**config.mk**
```make
export PLATFORM = sky130hd
export DESIGN_NAME = line_scan_check
export DESIGN_NICKNAME = d
export VERILOG_FILES = /design/src/rtl/line_scan_check.sv
export SDC_FILE = /design/constraint.sdc
export NUM_CORES = 1
export LEC_CHECK = 0
export CORE_MARGIN = 2
export CORE_UTILIZATION = 37
export CTS_CLUSTER_SIZE = 25
export DETAILED_ROUTE_END_ITERATION = 16
export GPL_TIMING_DRIVEN = 1
export SETUP_SLACK_MARGIN = 0.3
export SYNTH_ARGS = -nofsm -noshare
export SYNTH_HDL_FRONTEND = slang
export SYNTH_SLANG_ARGS = --single-unit
```
**constraint.sdc**
```tcl
create_clock -name i_clk -period 6.4 [get_ports i_clk]
set_input_delay 1.28 -clock i_clk [delete_from_list [all_inputs] [get_ports i_clk]]
set_output_delay 1.28 -clock i_clk [all_outputs]
set_load 0.01 [all_outputs]
```
**src/rtl/line_scan_check.sv**
```systemverilog
// Checks the line of cells through the last-placed piece for a run of WIN_LEN matching pieces.
// Walks the line one board read at a time and reports win and the longest run seen.
module line_scan_check #(
  parameter int unsigned CB      = 4,
  parameter int unsigned WIN_LEN = 5,
  parameter int unsigned RW      = $clog2(WIN_LEN + 1)
) (
  input  logic            i_clk,
  input  logic            i_reset,      // active-low, asynchronous
  input  logic            i_start,
  input  logic [1:0]      i_dir,
  input  logic [2*CB-1:0] i_pointer,
  input  logic [1:0]      i_chess,
  output logic [2*CB-1:0] o_address,
  output logic            o_rd_en,
  input  logic [1:0]      i_rd_data,
  output logic            o_busy,
  output logic            o_done,
  output logic            o_win,
  output logic [RW-1:0]   o_run_max
);

  localparam int unsigned NW = $clog2(2 * WIN_LEN);
  localparam logic [CB-1:0] MAXC = '1;
  localparam logic [CB-1:0] CLIP = CB'(WIN_LEN - 1);

  typedef enum logic [2:0] {
    S_IDLE  = 3'd0,
    S_SETUP = 3'd1,
    S_READ  = 3'd2,
    S_CHECK = 3'd3,
    S_DONE  = 3'd4
  } state_t;

  state_t          r_state, w_state_n;
  logic [1:0]      r_dir, w_dir_n;
  logic [1:0]      r_chess, w_chess_n;
  logic [CB-1:0]   r_row, w_row_n;
  logic [CB-1:0]   r_col, w_col_n;
  logic [NW-1:0]   r_idx, w_idx_n;
  logic [NW-1:0]   r_last, w_last_n;
  logic [RW-1:0]   r_run, w_run_n;
  logic [RW-1:0]   r_run_max, w_run_max_n;
  logic            r_win, w_win_n;
  logic            r_busy, w_busy_n;
  logic            r_done, w_done_n;
  logic            r_rd_en, w_rd_en_n;

  logic [CB-1:0]   w_back_raw, w_fwd_raw, w_back, w_fwd;
  logic [CB-1:0]   w_first_row, w_first_col, w_step_row, w_step_col;
  logic [RW-1:0]   w_run_inc;

  function automatic logic [CB-1:0] f_min(input logic [CB-1:0] a, input logic [CB-1:0] b);
    return (a < b) ? a : b;
  endfunction

  // Line geometry: distance to the board edge each way, clipped to WIN_LEN-1, and unit steps.
  always_comb begin
    w_back_raw  = r_col;
    w_fwd_raw   = MAXC - r_col;
    w_first_row = r_row;
    w_first_col = r_col;
    w_step_row  = r_row;
    w_step_col  = r_col;
    w_back      = '0;
    w_fwd       = '0;
    case (r_dir)
      2'd0: begin
        w_back_raw = r_col;
        w_fwd_raw  = MAXC - r_col;
      end
      2'd1: begin
        w_back_raw = r_row;
        w_fwd_raw  = MAXC - r_row;
      end
      2'd2: begin
        w_back_raw = f_min(r_row, r_col);
        w_fwd_raw  = f_min(MAXC - r_row, MAXC - r_col);
      end
      default: begin
        w_back_raw = f_min(MAXC - r_row, r_col);
        w_fwd_raw  = f_min(r_row, MAXC - r_col);
      end
    endcase
    w_back = f_min(w_back_raw, CLIP);
    w_fwd  = f_min(w_fwd_raw, CLIP);
    case (r_dir)
      2'd0: begin
        w_first_col = r_col - w_back;
        w_step_col  = r_col + CB'(1);
      end
      2'd1: begin
        w_first_row = r_row - w_back;
        w_step_row  = r_row + CB'(1);
      end
      2'd2: begin
        w_first_row = r_row - w_back;
        w_first_col = r_col - w_back;
        w_step_row  = r_row + CB'(1);
        w_step_col  = r_col + CB'(1);
      end
      default: begin
        w_first_row = r_row + w_back;
        w_first_col = r_col - w_back;
        w_step_row  = r_row - CB'(1);
        w_step_col  = r_col + CB'(1);
      end
    endcase
  end

  assign w_run_inc = (i_rd_data == r_chess) ? (r_run + RW'(1)) : '0;

  always_ff @(posedge i_clk or negedge i_reset) begin
    if (!i_reset) begin
      r_state   <= S_IDLE;
      r_dir     <= '0;
      r_chess   <= '0;
      r_row     <= '0;
      r_col     <= '0;
      r_idx     <= '0;
      r_last    <= '0;
      r_run     <= '0;
      r_run_max <= '0;
      r_win     <= 1'b0;
      r_busy    <= 1'b0;
      r_done    <= 1'b0;
      r_rd_en   <= 1'b0;
    end else begin
      r_state   <= w_state_n;
      r_dir     <= w_dir_n;
      r_chess   <= w_chess_n;
      r_row     <= w_row_n;
      r_col     <= w_col_n;
      r_idx     <= w_idx_n;
      r_last    <= w_last_n;
      r_run     <= w_run_n;
      r_run_max <= w_run_max_n;
      r_win     <= w_win_n;
      r_busy    <= w_busy_n;
      r_done    <= w_done_n;
      r_rd_en   <= w_rd_en_n;
    end
  end

  // Next state and next register values; done/busy/rd_en follow the state being entered.
  always_comb begin
    w_state_n   = r_state;
    w_dir_n     = r_dir;
    w_chess_n   = r_chess;
    w_row_n     = r_row;
    w_col_n     = r_col;
    w_idx_n     = r_idx;
    w_last_n    = r_last;
    w_run_n     = r_run;
    w_run_max_n = r_run_max;
    w_win_n     = r_win;
    w_busy_n    = r_busy;
    w_done_n    = 1'b0;
    w_rd_en_n   = 1'b0;
    case (r_state)
      S_IDLE: begin
        if (i_start) begin
          w_state_n   = S_SETUP;
          w_dir_n     = i_dir;
          w_chess_n   = i_chess;
          w_row_n     = i_pointer[2*CB-1:CB];
          w_col_n     = i_pointer[CB-1:0];
          w_run_n     = '0;
          w_run_max_n = '0;
          w_win_n     = 1'b0;
          w_busy_n    = 1'b1;
        end
      end
      S_SETUP: begin
        if (r_chess == 2'd0) begin
          w_state_n = S_DONE;
          w_busy_n  = 1'b0;
          w_done_n  = 1'b1;
        end else begin
          w_state_n = S_READ;
          w_row_n   = w_first_row;
          w_col_n   = w_first_col;
          w_idx_n   = '0;
          w_last_n  = NW'(w_back) + NW'(w_fwd);
          w_rd_en_n = 1'b1;
        end
      end
      S_READ: begin
        w_state_n = S_CHECK;
      end
      S_CHECK: begin
        w_run_n = w_run_inc;
        if (w_run_inc > r_run_max) begin
          w_run_max_n = w_run_inc;
        end
        if (w_run_inc == RW'(WIN_LEN)) begin
          w_state_n = S_DONE;
          w_win_n   = 1'b1;
          w_busy_n  = 1'b0;
          w_done_n  = 1'b1;
        end else if (r_idx == r_last) begin
          w_state_n = S_DONE;
          w_busy_n  = 1'b0;
          w_done_n  = 1'b1;
        end else begin
          w_state_n = S_READ;
          w_row_n   = w_step_row;
          w_col_n   = w_step_col;
          w_idx_n   = r_idx + NW'(1);
          w_rd_en_n = 1'b1;
        end
      end
      S_DONE: begin
        w_state_n = S_IDLE;
      end
      default: begin
        w_state_n = S_IDLE;
        w_busy_n  = 1'b0;
      end
    endcase
  end

  assign o_address = {r_row, r_col};
  assign o_rd_en   = r_rd_en;
  assign o_busy    = r_busy;
  assign o_done    = r_done;
  assign o_win     = r_win;
  assign o_run_max = r_run_max;

endmodule

```
==> metrics.txt <==
asr flop ratio synth 100%; Syn. warnings 0; TritonCTS buffer count 5; routed length per instance 15.4 um; fillers 772; Largest delay share family, worst path compound AO/OA/AOI/OAI gates; ant diodes 0; CP Class register to register; final net count 409; DRC errors left 0; Period Utilization, post-route 84.5%; final global-route overflow total 0; commonest non-fill, non-tap cell in the layout nand2_1; Initial DRC Count 148; area of the multi-input gates 0.00185 mm2; Hold Path Class register to register; CTS root buffer clkbuf_8; Detail Route Antenna Nets 0; number of H-tree levels 2; Startpoint Class register; CP most frequent cell ha_1; later-pin clock latency in the skew report 290 ps; critical-path cell list inv_1, ha_1, nor2_1, o211ai_2, a31o_2, a221oi_1, nor2_1, nor2_1, inv_1, ha_1, mux2i_1, ha_1, xnor2_1, o21ai_1, a32o_1, ha_1, a21oi_1, a2111oi_0, a211oi_1, o32ai_1, a311oi_1; Crit Path Max Fanout 9; status complete, no violations; largest cells by area after synthesis dfrtp_1 (30%), ha_1 (15%), nand2_1 (5.0%); initial antenna violation count 0; final hold vios 0; CTS tree yes; Critical Path Sink Type register; HPWL Detailed 5360 um; most frequent cells in the layout nand2_1 (37), ha_1 (34), dfrtp_1 (33), clkdlybuf4s50_1 (31), nor2_1 (30); Post-synth EDFFs 0; Pins Over Slew Limit 0; Post-CTS Setup Inserts 0; vias in the first global route 2434; die height 91.0 um; Placer Congestion 0.867; Routed WL 7000 um; first-pass GRT wire length 11800 um; Tightest Pin Transition 1000 ps; Final Critical Period 5410 ps; die extent in x 91.0 um; area share of the largest cell type after synthesis 29.5%; clock sink total 33; Seq cells post-synth 33; Core Rows 31; total track usage 17.5%; max_cap viols 0; synthesized netlist cell count 320; crit path buf inv count 2; Setup Viol. Count Final 0; Die ar. 0.00828 mm2; Clock transition at path regs 70 ps; register area 826 um2; Post-Syn Nets 374; critical path required time 6580 ps; Synth cell types 64; Slew HR 33.0%; largest net degree at the start of global routing 34; layout cells sized above 1 7.30%; Initial Util 38.4%; mapped cell area 0.00280 mm2; CP max-delay cell dfrtp_1; Fin Clk Skew 7.82 ps; Synth-to-Final Area Change 18.2%; part of the Yosys area used for sequential elements 29.5%; PortBufs 31; fmax 185 MHz; Hold Buf Count CTS 0; Post-synth top flop dfrtp_1; vias per cell 5.42; RSZ-0062 raised after global routing no; Core Box Area 0.00729 mm2; I/O pin total 32; slowest stage delay, CP 560 ps; syn_area_per_cell 8.75 um2; dominant cell type by area after synthesis dfrtp_1; total vias in the final route 2467; final setup TNS 0 ps; DRT Pass-1 Iters 4; Worst EP arrival 5590 ps; Clock Path Buffers 2; Post-CTS Resized 0
==> area by class of cell <==
| type | instances | area share (%) |
|---|---|---|
| clock buffers | 6 | 2.19 |
| clock inverters | 2 | 0.303 |
| inverters | 26 | 2.95 |
| multi-input cells | 255 | 55.8 |
| flip-flops and latches | 33 | 25.0 |
| well taps | 99 | 3.74 |
| repair buffers | 34 | 10.1 |
==> final timing paths <==
kind	cells after the start	slack, ps	start	to
worst max-delay path	21	990	r_row[3]	r_row[3]
worst min-delay path	1	500	r_run[2]	r_run[2]
worst max register to register	21	990	r_row[3]	r_row[3]
worst min register to register	1	500	r_run[2]	r_run[2]
max in group asynchronous	2	4690	i_reset	r_idx[2]
min in group asynchronous	2	1400	i_reset	o_run_max[2]
==> worst reg2reg max path, delay by kind of cell (launching register included) <==
| family | cells | cell delay (ps) |
|---|---|---|
| adders and majority gates | 4 | 1300 |
| DFF | 1 | 560 |
| AOI/OAI and AO/OA | 10 | 2030 |
| muxes | 1 | 90 |
| xor gates and xnor gates | 1 | 230 |
| buffers and inverters | 2 | 360 |
| and+or+nand+nor | 3 | 710 |
==> cell usage after synthesis (2+ instances only) <==
library cell	count
a21oi_1	18
xnor2_1	5
a21o_1	9
a221oi_1	2
mux2_2	7
mux2i_1	2
or3_1	2
nand2b_1	4
xor2_1	10
o2111a_1	2
nand2_1	37
nor2b_1	2
o21a_1	3
nand3_1	3
fa_1	3
inv_1	26
a311oi_1	2
nor3b_1	2
dfrtp_1	33
or2_2	2
nor4_1	3
o211ai_1	2
ha_1	34
o21ai_0	18
a31oi_1	5
clkbuf_1	5
nor3_1	7
a211oi_1	3
o22ai_1	2
a211o_1	3
nor2_1	30
a21boi_1	2
==> state kept, by name, summed over array words and instances, names as in the netlist, 2 cells and up <==
signal and count:
r_row 4, r_last 4, r_run 3, r_dir 2
r_state 3, r_col 4, r_idx 4, r_chess 2
o_run_max 3
==> logic make-up after synthesis <==
family | Yosys count | synth area share [%]
DFF | 33 | 29.5
AOI/OAI and AO/OA | 92 | 23.6
muxes | 9 | 3.53
adders and majority gates | 37 | 17.3
xor gates and xnor gates | 15 | 4.69
buffers and inverters | 32 | 4.56
and+or+nand+nor | 102 | 16.8
==> layer usage <==
metal	track usage (%)	wire, um	vias up
li1	-	-	1210
met1	23.6	3320	1186
met2	28.9	3320	61
met3	2.74	254	10
met4	5.68	119	0
met5	0	0	-
==> through the flow <==
| stage | std cells | hold slack [ps] | utilization [%] | setup WS (ps) | instance area (um2) |
|---|---|---|---|---|---|
| final | 455 | 500 | 45.4 | 990 | 3310 |
| after global routing | 455 | 542 | 45.4 | 699 | 3310 |
| after CTS | 455 | 507 | 45.4 | 1160 | 3310 |
| after detailed placement | 447 | 491 | 44.2 | 1180 | 3230 |
| after global placement | 447 | 476 | 44.2 | 1400 | 3230 |
| after floorplan | 320 | 450 | - | 1820 | 2800 |
Power is left out: the tool's default activity adds up to more than one toggle a clock period on the data nets, which glitch-free logic cannot reach.
